--- config.mk ---
export PLATFORM = sky130hd
export DESIGN_NAME = serial_out_flat
export DESIGN_NICKNAME = d
export VERILOG_FILES = /design/src/rtl/serial_out_pkg.sv /design/src/rtl/serial_out_if.sv /design/src/rtl/serial_out_bit_timer.sv /design/src/rtl/serial_out.sv /design/src/flat_wrapper.sv
export SDC_FILE = /design/constraint.sdc
export NUM_CORES = 1
export LEC_CHECK = 0
export CAP_MARGIN = 20
export CELL_PAD_IN_SITES_DETAIL_PLACEMENT = 1
export CELL_PAD_IN_SITES_GLOBAL_PLACEMENT = 2
export CORE_ASPECT_RATIO = 0.5
export CORE_UTILIZATION = 30
export CTS_CLUSTER_SIZE = 16
export DETAILED_ROUTE_END_ITERATION = 16
export GPL_ROUTABILITY_DRIVEN = 0
export HOLD_SLACK_MARGIN = 0.15
export PLACE_DENSITY = 0.9
export SYNTH_ARGS = -nofsm -noshare
export SYNTH_HDL_FRONTEND = slang
export SYNTH_SLANG_ARGS = --single-unit
--- constraint.sdc ---
create_clock -name CLK -period 2.49 [get_ports CLK]
set_input_delay 0.498 -clock CLK [delete_from_list [all_inputs] [get_ports CLK]]
set_output_delay 0.498 -clock CLK [all_outputs]
set_load 0.02 [all_outputs]
--- src/rtl/serial_out_pkg.sv ---
// Shared definitions for the weight-vector serial transmit and receive paths.
// Word geometry, vector width and the framing state encoding live here.
package serial_out_pkg;

  localparam int LENGTH       = 16;
  localparam int MAX_FEATURES = 15;
  localparam int VEC_WIDTH    = LENGTH * (MAX_FEATURES + 1);
  localparam int FEAT_W       = 4;
  localparam int BIT_CNT_W    = $clog2(LENGTH) + 1;

  typedef enum logic [2:0] {
    IDLE,
    START_BIT,
    DATA,
    PARITY,
    DONE_ST
  } state_t;

  // Word 0 is the bias; word i sits at bits [i*LENGTH +: LENGTH].
  function automatic logic [LENGTH-1:0] word_sel(input logic [VEC_WIDTH-1:0] vec,
                                                 input logic [FEAT_W-1:0]    idx);
    return vec[int'(idx) * LENGTH +: LENGTH];
  endfunction

endpackage

--- src/rtl/serial_out_if.sv ---
// Request/weight bus into the transmitter and the serial line/status back out.
interface serial_out_if;
  import serial_out_pkg::*;

  logic                 start;
  logic [FEAT_W-1:0]    feat;
  logic [VEC_WIDTH-1:0] weights;
  logic                 ser;
  logic                 busy;
  logic                 done;

  modport master (output start, feat, weights, input ser, busy, done);
  modport slave  (input start, feat, weights, output ser, busy, done);

endinterface

--- src/rtl/serial_out_bit_timer.sv ---
// Bit-time divider: counts 0..CLKS_PER_BIT-1 and ticks on the terminal count.
module serial_out_bit_timer #(
  parameter int CLKS_PER_BIT = 1
) (
  input  logic CLK,
  input  logic RST,
  input  logic clr,
  output logic tick
);

  localparam int            CW   = (CLKS_PER_BIT > 1) ? $clog2(CLKS_PER_BIT) : 1;
  localparam logic [CW-1:0] LAST = CW'(CLKS_PER_BIT - 1);

  logic [CW-1:0] cnt;

  always_ff @(posedge CLK) begin
    if (RST || clr) begin
      cnt <= '0;
    end else if (cnt == LAST) begin
      cnt <= '0;
    end else begin
      cnt <= cnt + 1'b1;
    end
  end

  assign tick = !clr && (cnt == LAST);

endmodule

--- src/rtl/serial_out.sv ---
// Framed serial transmitter for the trained weight vector: per word a start bit,
// LENGTH data bits MSB-first and an even-parity bit, words back to back.
module serial_out
  import serial_out_pkg::*;
#(
  parameter int CLKS_PER_BIT = 1
) (
  input  logic         CLK,
  input  logic         RST,
  serial_out_if.slave  bus
);

  localparam logic [BIT_CNT_W-1:0] LAST_BIT = BIT_CNT_W'(LENGTH - 1);

  state_t               state;
  state_t               state_nxt;
  logic [VEC_WIDTH-1:0] weights_q;
  logic [FEAT_W-1:0]    feat_q;
  logic [FEAT_W-1:0]    word_idx;
  logic [BIT_CNT_W-1:0] bit_cnt;
  logic [LENGTH-1:0]    shreg;
  logic                 par;
  logic                 ser_q;
  logic                 busy_q;
  logic                 done_q;

  logic tick;
  logic timer_clr;
  logic accept;
  logic load_word;
  logic shift;
  logic next_word;
  logic ser_nxt;

  assign timer_clr = (state == IDLE) || (state == DONE_ST);

  serial_out_bit_timer #(
    .CLKS_PER_BIT (CLKS_PER_BIT)
  ) u_bit_timer (
    .CLK  (CLK),
    .RST  (RST),
    .clr  (timer_clr),
    .tick (tick)
  );

  always_ff @(posedge CLK) begin
    if (RST) begin
      state <= IDLE;
    end else begin
      state <= state_nxt;
    end
  end

  // ser_nxt is the bit belonging to the current state; it reaches the pin one edge later.
  always_comb begin
    state_nxt = state;
    ser_nxt   = 1'b0;
    accept    = 1'b0;
    load_word = 1'b0;
    shift     = 1'b0;
    next_word = 1'b0;
    case (state)
      IDLE: begin
        if (bus.start) begin
          accept    = 1'b1;
          state_nxt = START_BIT;
        end
      end
      START_BIT: begin
        ser_nxt = 1'b1;
        if (tick) begin
          load_word = 1'b1;
          state_nxt = DATA;
        end
      end
      DATA: begin
        ser_nxt = shreg[LENGTH-1];
        if (tick) begin
          shift = 1'b1;
          if (bit_cnt == LAST_BIT) begin
            state_nxt = PARITY;
          end
        end
      end
      PARITY: begin
        ser_nxt = par;
        if (tick) begin
          if (word_idx == feat_q) begin
            state_nxt = DONE_ST;
          end else begin
            next_word = 1'b1;
            state_nxt = START_BIT;
          end
        end
      end
      DONE_ST: begin
        state_nxt = IDLE;
      end
      default: begin
        state_nxt = IDLE;
      end
    endcase
  end

  always_ff @(posedge CLK) begin
    if (RST) begin
      weights_q <= '0;
      feat_q    <= '0;
      word_idx  <= '0;
      bit_cnt   <= '0;
      shreg     <= '0;
      par       <= 1'b0;
    end else begin
      if (accept) begin
        weights_q <= bus.weights;
        feat_q    <= bus.feat;
        word_idx  <= '0;
      end
      if (load_word) begin
        shreg   <= word_sel(weights_q, word_idx);
        bit_cnt <= '0;
        par     <= 1'b0;
      end
      if (shift) begin
        shreg   <= {shreg[LENGTH-2:0], 1'b0};
        bit_cnt <= bit_cnt + 1'b1;
        par     <= par ^ shreg[LENGTH-1];
      end
      if (next_word) begin
        word_idx <= word_idx + 1'b1;
      end
    end
  end

  // Outputs are pure registers so the line never glitches on input changes.
  always_ff @(posedge CLK) begin
    if (RST) begin
      ser_q  <= 1'b0;
      busy_q <= 1'b0;
      done_q <= 1'b0;
    end else begin
      ser_q  <= ser_nxt;
      busy_q <= (state == START_BIT) || (state == DATA) || (state == PARITY);
      done_q <= (state == DONE_ST);
    end
  end

  assign bus.ser  = ser_q;
  assign bus.busy = busy_q;
  assign bus.done = done_q;

endmodule

--- src/flat_wrapper.sv ---
// flat-port wrapper written by rule: the top's interface ports become plain ports
module serial_out_flat import serial_out_pkg::*;
#(
  parameter int CLKS_PER_BIT = 1
)
  (CLK, RST, bus_start, bus_feat, bus_weights, bus_ser, bus_busy, bus_done);
  serial_out_if bus_i ();
  input  logic CLK;
  input  logic RST;
  input wire logic [$bits(bus_i.start)-1:0] bus_start;
  input wire logic [$bits(bus_i.feat)-1:0] bus_feat;
  input wire logic [$bits(bus_i.weights)-1:0] bus_weights;
  output wire logic [$bits(bus_i.ser)-1:0] bus_ser;
  output wire logic [$bits(bus_i.busy)-1:0] bus_busy;
  output wire logic [$bits(bus_i.done)-1:0] bus_done;
  assign bus_i.start = bus_start;
  assign bus_i.feat = bus_feat;
  assign bus_i.weights = bus_weights;
  assign bus_ser = bus_i.ser;
  assign bus_busy = bus_i.busy;
  assign bus_done = bus_i.done;
  serial_out #(.CLKS_PER_BIT(CLKS_PER_BIT)) u_core (.CLK(CLK), .RST(RST), .bus(bus_i));
endmodule
Word-level counts from Yosys, hierarchy flattened
Index checks and enable logic that the tools add are counted.
{ "word_totals": {"ff_bits": 293, "inputBits": 263, "output_inout_bits": 3, "elab_cells": 65} }
{ "classes": {"n_addsub": 3, "eq_ne": 11, "shift": 1, "n_mux": 24, "bitwise": 2, "reduce_logical": 12} }
{ "ops": {"columns": ["operator", "count"], "rows": [
  ["256-bit by 9-bit indexed part select with 16-bit output", 1],
  ["16-bit 2-to-1 mux", 2],
  ["3-bit 2-to-1 mux", 6],
  ["3-bit case mux with 4 select lines", 1],
  ["1-bit 2-to-1 mux", 10],
  ["5-bit 2-to-1 mux", 2],
  ["4-bit 2-to-1 mux", 2],
  ["2-bit by 1-bit inequality test with 1-bit output (second input constant)", 4],
  ["3-bit by 2-bit == test with 1-bit output (second input constant)", 2],
  ["5-bit by 1-bit adder with 5-bit output (second input constant)", 1],
  ["5-bit by 4-bit == test with 1-bit output (second input constant)", 1],
  ["5-bit AND reduction", 1],
  ["4-bit by 1-bit adder with 4-bit output (second input constant)", 1],
  ["4-bit == test", 1],
  ["1-bit logical OR", 4],
  ["2-bit nonzero test", 2],
  ["2-bit OR reduction", 2],
  ["3-bit by 1-bit == test with 1-bit output (second input constant)", 1],
  ["3-bit == test (second input constant)", 1],
  ["3-bit logical NOT", 1],
  ["1-bit case mux with 3 select lines", 1],
  ["2-bit inequality test (second input constant)", 1],
  ["1-bit adder (second input constant)", 1],
  ["1-bit logical AND", 1],
  ["3 further kinds", 3]
]} }

Logic depth before layout (Yosys ltp)
Gate-level depths: netlist of the first run.
{ "depth": {"word_depth": 8, "depth_mapped": 8} }

Hierarchy
Synthesis of the first run repeated with hierarchy kept, for this count alone.
{ "unflattened": {"hier_cells": 1467, "hier_area_um2": 12527.0} }
{ "modules_own_cells": {"columns": ["module", "instances", "cells_each", "area_per_inst_um2", "seq_area_each_um2"], "rows": [
  ["serial_out", 1, 1464, 12499.5, 5845.6],
  ["serial_out_bit_timer", 1, 3, 27.5, 20.0]
]} }

Worst setup path before layout of the first run
Ideal clock, no wire load.
{ "synth_timing": {"kind": "reg-to-reg", "start": "reg u_core.u_bit_timer.cnt", "end": "reg u_core.shreg[14]", "setup_time_ps": 79, "arrival_ps": 1808, "slack_ps": 604, "path_stages_with_launch": 7, "period_less_slack_ps": 1886, "cell_sequence": "dfxtp_1 or3b_4 or4_1 buf_2 buf_6 a311o_1 o221ai_2"} }
{ "synth_between": {"elab_chain_cells": 5, "word_cells_on_any_way": 7, "classes_between": "4 x mux; 1 x bitwise; 2 x reduce/logical"} }
{ "synth_rtl": {"columns": ["item", "line", "source"], "rows": [
  ["start, declared", "serial_out_bit_timer.sv:14", "logic [CW-1:0] cnt;"],
  ["start signal, assigned", "serial_out_bit_timer.sv:22", "cnt <= cnt + 1'b1;"],
  ["1-bit NOT (no line) (*)", null, null],
  ["1-bit logical AND (*)", "serial_out_bit_timer.sv:26", "assign tick = !clr && (cnt == LAST);"],
  ["1-bit 2-to-1 mux (*)", "serial_out.sv:71, serial_out.sv:78", null],
  ["1-bit 2-to-1 mux", "serial_out.sv:62", "case (state)"],
  ["16-bit 2-to-1 mux or 2-bit nonzero test (tied branches)", null, null],
  ["end signal, assigned", "serial_out.sv:120", "shreg <= word_sel(weights_q, word_idx);"],
  ["end signal, assigned", "serial_out.sv:125", "shreg <= {shreg[LENGTH-2:0], 1'b0};"],
  ["end, declared", "serial_out.sv:21", "logic [LENGTH-1:0] shreg;"]
]} }
Every way passes the cells marked *; elsewhere a longest branch is shown, timed or not.
A chain may end at the register's enable or synchronous reset.

Final worst setup path of the first run
{ "layout_timing": {"start": "reg u_core.u_bit_timer.cnt", "end": "reg u_core.shreg[7]"} }
The elaborated chain is that of the path after synthesis.

==> results.py, run 1 <==
metrics = {
    "status": {
        "status": "finished, violations left",
        "failed_checks": "design-rule violations",
    },
    "route": {
        "viasPerCell": 4.983,
        "num_vias": 11180,
        "drt_iter0_drc": 763,
        "drc": 3,
        "firstDrtPassIters": 11,
        "drt-total-wl_um": 41920,
        "wl_per_cell_um": 18.68,
        "drtAntennaViolNets": 0,
    },
    "cells_and_area": {
        "nFillCells": 4579,
        "area_growth_pct": 35.96,
        "layout_common_cells": "nand2_1, dfxtp_1, a21oi_1, clkdlybuf4s50_1, mux4_2",
        "nNetsFinal": 1957,
        "drive_above_1_share_pct": 9.632,
        "final_common_cell": "nand2_1",
        "final_util_pct": 42.18,
    },
    "hold_path": {
        "min_path_type": "primary input to flip-flop",
        "hold_path_startpoint": "RST",
        "min_path_cells": 2,
    },
    "setup_path": {
        "crit_required_ns": 2.97,
        "end_kind": "flip-flop",
        "path_class": "flip-flop to flip-flop",
        "cp_slowest_cell": "or3_1",
        "critPathBufInv": 1,
        "crit_path_cell_trace": "or3b_4, or4_1, buf_4, or3_1, o211ai_1",
        "slowest_delay_ns": 0.49,
        "crit_start": "u_core.u_bit_timer.cnt",
        "crit_cells": 5,
        "cp_top_family": "simple AND/OR/NAND/NOR gates",
        "cp_max_fo": 16,
        "r2r_start": "u_core.u_bit_timer.cnt",
        "start_kind": "flip-flop",
        "arrival_ns": 2.65,
        "reg2regPathDepth": 5,
    },
    "yosys": {
        "seq_area_frac_synth_pct": 47.72,
        "yosysTopAreaCell": "dfxtp_1",
        "synth_cell_types": 45,
        "synth_flop_cell": "dfxtp_1",
        "synth_edf_count": 0,
        "synth.cell_area_um2": 12290,
        "syn_area_per_cell_um2": 8.346,
        "async_flop_share_pct": 0,
        "syn-num-nets": 1739,
        "yosys_warnings": 0,
        "ys_ff_latch": 293,
        "synth_top_cell_area_share_pct": 47.72,
        "yosys-top-cells-area": "dfxtp_1, nand2_1, mux4_2",
        "netlist_instances": 1473,
    },
    "timing": {
        "worst_pin_slew_ns": 1.125,
        "tns_ns": 0,
        "min_period_over_period_pct": 87.12,
        "max_slew_margin_pct": 25.00,
        "fin_skew_ns": 0.01631,
        "drv_slew": 0,
        "finalHoldViolCount": 0,
        "timing.fmax_mhz": 461.0,
        "setup_violations": 0,
        "period_needed_ns": 2.169,
        "rsz0062_at_grt": "false",
    },
    "clock_network": {
        "cts_hold_repair.buffers": 0,
        "tritoncts": "yes",
        "cts_root_buffer": "clkbuf_16",
        "post-cts-setup-buffer-count": 0,
        "clockBufferDepth": 3,
        "post_cts_resized": 0,
        "h-tree-depth": 1,
        "clock_sink_count": 293,
        "cts-buffers-inserted": 29,
        "clk_pin_slew_ns": 0.07,
        "clkLatencyLatePin_ns": 0.55,
    },
    "floorplanning": {
        "io_pins": 266,
        "fp.dieH_um": 145.1,
        "die_x_um": 288.3,
        "die_area_um2": 41840,
        "core_area_um2": 39630,
        "num_rows": 51,
        "initial_core_util_pct": 31.02,
    },
    "global_routing": {
        "grt_pass1_vias": 12070,
        "antenna_found_initial": 1,
        "grt-ovfl-total": 0,
        "grt_max_degree": 196,
        "grt_pass1_wl_um": 66680,
        "grt_usage_pct": 19.99,
    },
    "placed_design": {
        "portBuffers": 265,
        "hpwl_um": 29800,
    },
    "power_and_ir_drop": {
        "finalPower_mw": 12.17,
        "leakagePower_nw": 5.888,
        "power_density_nw_per_um2": 727.9,
        "ir_worst_vdd_mv": 0.4859,
    },
    "run": {
        "cap_violations": 0,
    },
}
final timing paths:
path / to / slack (ns)
setup / recovery: u_core.shreg[7] / 0.32
hold reg to reg: u_core.weights_q[36] / 0.45
setup reg to reg: u_core.shreg[7] / 0.32
hold / removal: u_core.weights_q[187] / 0.30
area by class of cell:
| cell class | count | area, um2 | share of cell area (%) |
|---|---|---|---|
| antenna | 1 | 2.502 | 0.01497 |
| inverter | 4 | 15.01 | 0.08983 |
| multi-input combinational | 1053 | 5918 | 35.41 |
| timing repair buffer | 310 | 3232 | 19.34 |
| clock buffer | 41 | 830.8 | 4.971 |
| clock inverter | 12 | 177.7 | 1.063 |
| sequential | 293 | 5874 | 35.15 |
| tap | 530 | 663.1 | 3.968 |
synth_stat cells, drive strengths merged (2+ instances only):
cell type and count:
o221ai 3, and3 2, or4 2, inv 4, ha 3, nand3b 3
nor2b 4, clkbuf 85, or2 2, nor2 34, nor3 3, a21o 15
a311o 2, nand3 6, o21ai 5, buf 38, nand4 3, a21oi 269
nor4b 2, a211oi 2, o211ai 16, mux2 3, or3 18, a22oi 16
dfxtp 293, mux4 60, xnor2 6, nand2 558, mux2i 3
sequential cells by signal (all words and copies together), names as in the netlist:
name	count
u_core.weights_q	256
u_core.state	3
u_core.bus.done	1
u_core.bus.busy	1
u_core.word_idx	4
u_core.bus.ser	1
u_core.u_bit_timer.cnt	1
u_core.shreg	16
u_core.par	1
u_core.feat_q	4
u_core.bit_cnt	5
stage by stage:
stage	setup WS [ns]	hold slack (ns)	instance area (um2)	cells
floorplan	0.6035	0.4310	12290	1473
global placement	0.2319	0.4391	15700	2190
detailed placement	0.1844	0.4469	15700	2190
CTS	0.3648	0.2755	16710	2243
global route	0.2709	0.2850	16710	2244
finish	0.3208	0.2968	16710	2244
routing by layer:
| layer | up-vias | global-route usage (%) | wire length (um) | share of wire, % |
|---|---|---|---|---|
| met2 | 168 | 36.51 | 21830 | 52 |
| met3 | 54 | 2.500 | 1279 | 3.1 |
| met5 | - | 0 | 0 | 0 |
| li1 | 5419 | - | - | - |
| met1 | 5541 | 24.83 | 17940 | 43 |
| met4 | 0 | 4.418 | 869 | 2.1 |
kinds of logic (layout without fill, tap and decap cells):
kind of cell | after synthesis | count (layout) | share of synthesized area (%)
compound gates | 335 | 335 | 15.07
mux | 66 | 66 | 11.51
flops | 293 | 293 | 47.72
buf+inv | 127 | 367 | 4.244
simple gates | 642 | 642 | 20.69
other cells | 1 | 2 | 0.03051
fa+ha+maj | 3 | 3 | 0.3054
xor+xnor | 6 | 6 | 0.4275
power breakdown:
group | internal [mW] | total [mW] | switching [mW]
sequential | 5.11 | 5.34 | 0.226
combinational | 1.01 | 2.13 | 1.12
clock | 2.75 | 4.70 | 1.95
Note: power is estimated with default switching activity, not from simulation.
==> run 2: changes to the inputs <==
--- a/config.mk
+++ b/config.mk
@@ -5,16 +5,17 @@
 export SDC_FILE = /design/constraint.sdc
 export NUM_CORES = 1
 export LEC_CHECK = 0
+export ABC_AREA = 1
 export CAP_MARGIN = 20
 export CELL_PAD_IN_SITES_DETAIL_PLACEMENT = 1
 export CELL_PAD_IN_SITES_GLOBAL_PLACEMENT = 2
 export CORE_ASPECT_RATIO = 0.5
-export CORE_UTILIZATION = 30
+export CORE_UTILIZATION = 28
 export CTS_CLUSTER_SIZE = 16
 export DETAILED_ROUTE_END_ITERATION = 16
 export GPL_ROUTABILITY_DRIVEN = 0
 export HOLD_SLACK_MARGIN = 0.15
-export PLACE_DENSITY = 0.9
+export PLACE_DENSITY_LB_ADDON = 0.05
 export SYNTH_ARGS = -nofsm -noshare
 export SYNTH_HDL_FRONTEND = slang
 export SYNTH_SLANG_ARGS = --single-unit
==> results.py, run 2 <==
metrics = {
    "cells_and_area": {
        "largest_reg_flops": 256,
        "drive_above_1_share_pct": 5.377,
        "finalInstanceArea_um2": 17650,
        "layout_common_cells": "nand2_1, inv_1, dfxtp_1, a21oi_1, clkdlybuf4s50_1",
        "regMostFlops": "u_core.weights_q",
        "final_common_cell": "nand2_1",
        "nFillCells": 5609,
        "area_growth_pct": 33.86,
        "antennaDiodeCount": 0,
        "nNetsFinal": 2362,
        "top_regs": "u_core.weights_q: 256 flops, u_core.shreg: 16 flops, u_core.bit_cnt: 5 flops",
    },
    "route": {
        "num_vias": 12740,
        "wl_per_cell_um": 17.46,
        "drtAntennaViolNets": 0,
        "firstDrtPassIters": 4,
        "drc": 0,
        "viasPerCell": 4.639,
        "drt-total-wl_um": 47960,
        "drt_iter0_drc": 578,
    },
    "floorplanning": {
        "die_x_um": 308.9,
        "num_rows": 55,
        "die_area_um2": 48020,
        "core_area_um2": 45830,
        "initial_core_util_pct": 28.77,
        "fp.dieH_um": 155.5,
        "io_pins": 266,
    },
    "clock_network": {
        "clkLatencyLatePin_ns": 0.57,
        "h-tree-depth": 1,
        "clk_pin_slew_ns": 0.06,
        "cts_hold_repair.buffers": 0,
        "cts-buffers-inserted": 30,
        "post-cts-setup-buffer-count": 0,
        "tritoncts": "yes",
        "cts_root_buffer": "clkbuf_16",
        "clock_sink_count": 293,
        "post_cts_resized": 0,
        "clockBufferDepth": 3,
    },
    "yosys": {
        "yosys-top-cells-area": "dfxtp_1, a21oi_1, o21ai_0",
        "synth_flop_cell": "dfxtp_1",
        "syn-num-nets": 2162,
        "synth_common_cells": "nand2_1, inv_1, dfxtp_1",
        "synth_edf_count": 0,
        "ys_ff_latch": 293,
        "netlist_instances": 1896,
        "syn_area_per_cell_um2": 6.956,
        "synth_cell_types": 30,
        "synth.cell_area_um2": 13190,
        "synth_top_cell_area_share_pct": 44.48,
        "seq_area_frac_synth_pct": 44.48,
        "async_flop_share_pct": 0,
        "yosys_warnings": 0,
        "yosysTopAreaCell": "dfxtp_1",
        "yosysMostFrequentCell": "nand2_1",
    },
    "timing": {
        "worst_slack_ns": 0.4936,
        "min_period_over_period_pct": 80.18,
        "setup_violations": 0,
        "finalHoldViolCount": 0,
        "max_slew_margin_pct": 63.84,
        "fin_skew_ns": 0.008426,
        "timing.fmax_mhz": 500.9,
        "period_needed_ns": 1.996,
        "drv_slew": 0,
        "rsz0062_at_grt": "false",
        "tns_ns": 0,
        "worst_pin_slew_ns": 0.5391,
    },
    "setup_path": {
        "crit_path_cell_trace": "inv_4, buf_12, nand2_1, nand3_1, nand3_1, nand2_1, nand2_1, nand3_1, a21oi_1",
        "crit_end": "u_core.shreg[13]",
        "arrival_ns": 2.45,
        "path_class": "flip-flop to flip-flop",
        "cp_max_fo": 52,
        "r2r_start": "u_core.word_idx[0]",
        "start_kind": "flip-flop",
        "end_kind": "flip-flop",
        "crit_cells": 9,
        "slowest_delay_ns": 0.37,
        "critPathBufInv": 2,
        "timing.rr.end": "u_core.shreg[13]",
        "crit_required_ns": 2.94,
        "crit_start": "u_core.word_idx[0]",
        "cp_slowest_cell": "dfxtp_4",
        "r2r_slack_ns": 0.49,
        "reg2regPathDepth": 9,
        "cp_top_family": "simple AND/OR/NAND/NOR gates",
    },
    "global_routing": {
        "grt_usage_pct": 19.89,
        "antenna_found_initial": 0,
        "grt-ovfl-total": 0,
        "grt_pass1_vias": 12930,
        "grt_pass1_wl_um": 74020,
        "grt_max_degree": 90,
    },
    "placed_design": {
        "post-place-ws_ns": 0.3433,
        "portBuffers": 265,
        "hpwl_um": 33790,
        "placed_area_um2": 16630,
    },
    "power_and_ir_drop": {
        "power_density_nw_per_um2": 897.6,
        "finalPower_mw": 15.85,
        "leakagePower_nw": 7.098,
        "ir_worst_vdd_mv": 0.5393,
    },
    "status": {
        "status": "complete, no violations",
    },
    "run": {
        "cap_violations": 0,
    },
    "hold_path": {
        "min_path_type": "flip-flop to flip-flop",
    },
}
[run 2: changes by cell type in the layout (fill, tap and decap cells not counted), moves of 15 or more]
cell / change
a21o_1: -15
a21oi_1: +19
a22oi_1: -16
inv_1: +299
mux4_2: -60
nand2_1: -241
nand3_1: +209
nor2_1: -23
o21ai_0: +234
o21ai_1: +31
o22ai_1: +17
or3_1: -18
[run 2: final cells by class]
cell class / instances / area (um2) / area share [%]
Sequential cell: 293 / 5873 / 33.27
Multi-Input combinational cell: 1146 / 5448 / 30.86
Timing Repair Buffer: 314 / 3346 / 18.95
Inverter: 311 / 1177 / 6.669
Clock buffer: 46 / 922.1 / 5.224
Tap cell: 627 / 784.5 / 4.444
Clock inverter: 10 / 102.6 / 0.5812
[run 2: worst min path at each step]
stage	end	start	depth (start not counted)
finish	u_core.weights_q[96]	u_core.weights_q[96]	2
global route	u_core.weights_q[249]	u_core.weights_q[249]	2
CTS	u_core.weights_q[96]	u_core.weights_q[96]	2
detailed placement	u_core.weights_q[96]	u_core.weights_q[96]	2
global placement	u_core.weights_q[192]	u_core.weights_q[192]	2
floorplan	u_core.weights_q[0]	u_core.weights_q[0]	2
[run 2: through the flow]
stage / hold slack [ns] / util, % / cells
4_1_cts: 0.4463 / 38.52 / 2747
2_1_floorplan: 0.4200 / - / 1896
3_5_place_dp: 0.4363 / 36.28 / 2691
6_report: 0.4473 / 38.52 / 2747
5_1_grt: 0.4675 / 38.52 / 2747
3_3_place_gp: 0.4291 / 36.28 / 2691
[run 2: power by group]
part	internal [mW]	switching, mW	leakage, nW
Clock	2.75	2.03	0.510
Combinational	1.90	2.94	4.17
Sequential	5.91	0.327	2.42
[run 2: per-layer routing]
| metal | wire length [um] | vias up | track usage [%] |
|---|---|---|---|
| met5 | 0 | - | 0 |
| met3 | 1697 | 42 | 3.119 |
| met2 | 22050 | 158 | 33.12 |
| met4 | 603 | 0 | 2.758 |
| met1 | 23610 | 6030 | 27.62 |
| li1 | - | 6513 | - |
[run 2: worst reg2reg max path, delay by kind of cell (launching register included)]
| family | cells | cell delay, ns |
|---|---|---|
| AO/OA/AOI/OAI | 1 | 0.06 |
| buffers and inverters | 2 | 0.60 |
| flip-flops | 1 | 0.37 |
| AND/OR/NAND/NOR | 6 | 0.85 |
[run 2: cell families after synthesis]
kind of cell,synth area share [%]
compound gates,22.40
simple gates,18.21
buf+inv,14.27
fa+ha+maj,0.2847
flops,44.48
other cells,0.02844
xor+xnor,0.3321
==> run 3: changes to the inputs <==
--- a/config.mk
+++ b/config.mk
@@ -10,7 +10,7 @@
 export CELL_PAD_IN_SITES_DETAIL_PLACEMENT = 1
 export CELL_PAD_IN_SITES_GLOBAL_PLACEMENT = 2
 export CORE_ASPECT_RATIO = 0.5
-export CORE_UTILIZATION = 28
+export CORE_UTILIZATION = 26
 export CTS_CLUSTER_SIZE = 16
 export DETAILED_ROUTE_END_ITERATION = 16
 export GPL_ROUTABILITY_DRIVEN = 0
==> constraint.sdc (replaced) <==
create_clock -name CLK -period 1.7 [get_ports CLK]
set_input_delay 0.34 -clock CLK [delete_from_list [all_inputs] [get_ports CLK]]
set_output_delay 0.34 -clock CLK [all_outputs]
set_load 0.02 [all_outputs]
==> results.py, run 3 (synthesis results as in run 2) <==
metrics = {
    "status": {
        "status": "complete, no violations",
    },
    "cells_and_area": {
        "layout_common_cells": "inv_1, dfxtp_1, nand2_1, a21oi_1, clkdlybuf4s50_1",
        "top_regs": "u_core.weights_q: 256 flops, u_core.shreg: 16 flops, u_core.bit_cnt: 5 flops",
        "finalInstanceArea_um2": 19140,
        "nFillCells": 5977,
        "drive_above_1_share_pct": 13.52,
        "antennaDiodeCount": 0,
        "area_growth_pct": 45.13,
        "largest_reg_flops": 256,
        "regMostFlops": "u_core.weights_q",
        "nNetsFinal": 2456,
        "final_common_cell": "inv_1",
    },
    "power_and_ir_drop": {
        "clock_power_share_pct": 28.7,
        "p_sw_mw": 8.156,
        "finalPower_mw": 24.16,
        "power_density_nw_per_um2": 1262,
        "intPower_mw": 16.01,
        "seqPwrFrac_pct": 37.8,
        "leakagePower_nw": 7.819,
        "ir_worst_vdd_mv": 0.5794,
        "p_comb_share_pct": 33.5,
        "switching_share_pct": 33.75,
    },
    "route": {
        "firstDrtPassIters": 4,
        "drt_iter0_drc": 559,
        "viasPerCell": 4.573,
        "drt-total-wl_um": 51800,
        "drc": 0,
        "num_vias": 13220,
        "wl_per_cell_um": 17.92,
        "drtAntennaViolNets": 0,
    },
    "setup_path": {
        "cp_slowest_cell": "dfxtp_4",
        "path_class": "flip-flop to flip-flop",
        "end_kind": "flip-flop",
        "start_kind": "flip-flop",
        "crit_required_ns": 2.20,
        "r2r_slack_ns": 0.001,
        "slowest_delay_ns": 0.47,
        "r2r_start": "u_core.word_idx[0]",
        "arrival_ns": 2.20,
        "crit_path_cell_trace": "clkinv_8, buf_16, buf_4, nand2_1, nand3_2, nand3_2, nand2_1, nand2_2, nand3_1, a21oi_1",
        "crit_start": "u_core.word_idx[0]",
        "cp_max_fo": 7,
    },
    "placed_design": {
        "hpwl_um": 36630,
        "post-place-ws_ns": -0.2778,
        "portBuffers": 265,
        "placed_area_um2": 17310,
    },
    "clock_network": {
        "cts_hold_repair.buffers": 0,
        "tritoncts": "yes",
        "clkLatencyLatePin_ns": 0.57,
        "clk_pin_slew_ns": 0.06,
        "cts_root_buffer": "clkbuf_16",
        "clockBufferDepth": 3,
        "h-tree-depth": 1,
        "cts-buffers-inserted": 30,
        "clock_sink_count": 293,
    },
    "global_routing": {
        "grt_pass1_vias": 13200,
        "grt_usage_pct": 19.16,
        "grt_pass1_wl_um": 76670,
        "grt_max_degree": 53,
        "grt-ovfl-total": 0,
        "antenna_found_initial": 0,
    },
    "hold_path": {
        "hold_path_startpoint": "bus_weights[24]",
        "min_path_type": "primary input to flip-flop",
    },
    "timing": {
        "tns_ns": 0,
        "worst_slack_ns": 0.001080,
        "drv_slew": 0,
        "period_needed_ns": 1.699,
        "setup_violations": 0,
        "fin_skew_ns": 0.01406,
        "rsz0062_at_grt": "true",
        "finalHoldViolCount": 0,
        "min_period_over_period_pct": 99.94,
        "timing.fmax_mhz": 588.6,
    },
    "run": {
        "cap_violations": 0,
    },
    "floorplanning": {
        "io_pins": 266,
        "num_rows": 57,
        "die_x_um": 320.5,
        "initial_core_util_pct": 26.76,
        "die_area_um2": 51680,
        "fp.dieH_um": 161.3,
        "core_area_um2": 49280,
    },
}
run 3: cell types whose count changed in the layout (fill, tap and decap cells not counted), moves of 27 or more:
cell / delta
nand3_2: +58
buf_4: +70
nand2_1: -28
nand3_1: -62
nand2_2: +27
run 3: worst max-delay path, delay by kind of cell, from the launching register on:
family | cells | cell delay [ns]
flip-flops | 1 | 0.47
buffers and inverters | 3 | 0.50
AO/OA/AOI/OAI | 1 | 0.13
AND/OR/NAND/NOR | 6 | 0.51
run 3: power by group through the flow:
stage / clock (mW) / combinational, mW / sequential (mW)
floorplan: 0 / 4.61 / 9.19
global placement: 0 / 7.70 / 9.23
detailed placement: 0 / 7.77 / 9.29
CTS: 7.20 / 7.83 / 9.14
global route: 7.46 / 9.10 / 9.30
finish: 6.94 / 8.09 / 9.13
run 3: worst paths after layout:
kind / end / cells after the start
worst max register to register: u_core.shreg[6] / 10
worst max-delay path: u_core.shreg[6] / 10
worst min register to register: u_core.weights_q[240] / 2
worst min-delay path: u_core.weights_q[24] / 3
run 3: cell type report:
type | instances | area (um2) | area share, %
flip-flops and latches | 293 | 5874 | 30.69
repair buffers | 408 | 4339 | 22.67
multi-input cells | 1146 | 5881 | 30.72
well taps | 678 | 848.3 | 4.432
clock inverters | 4 | 72.57 | 0.3792
inverters | 311 | 1187 | 6.204
clock buffers | 50 | 937.1 | 4.896
run 3: timing repair:
item | 4_1_cts | 5_1_grt
endpoints found under the setup margin | 12 | 22
endpoints found under the hold margin | 0 | 0
cloned | 1 | 8
resized for setup | 6 | 117
pin swaps | 1 | 21
setup buffers | 2 | 9
run 3: metrics by stage:
| step | cells | hold WS (ns) | utilization (%) |
|---|---|---|---|
| final | 2890 | 0.3750 | 38.84 |
| after global routing | 2890 | 0.3929 | 38.84 |
| after CTS | 2873 | 0.3516 | 37.31 |
| after detailed placement | 2816 | 0.4358 | 35.13 |
| after global placement | 2816 | 0.4307 | 35.13 |
| after floorplan | 1896 | 0.4200 | - |
run 3: metal layers:
layer	vias up	GRT usage, %	wire, um
li1	6710	-	-
met4	0	3.001	636
met3	40	2.169	1402
met1	6301	27.17	26060
met5	-	0	0
met2	164	31.72	23700
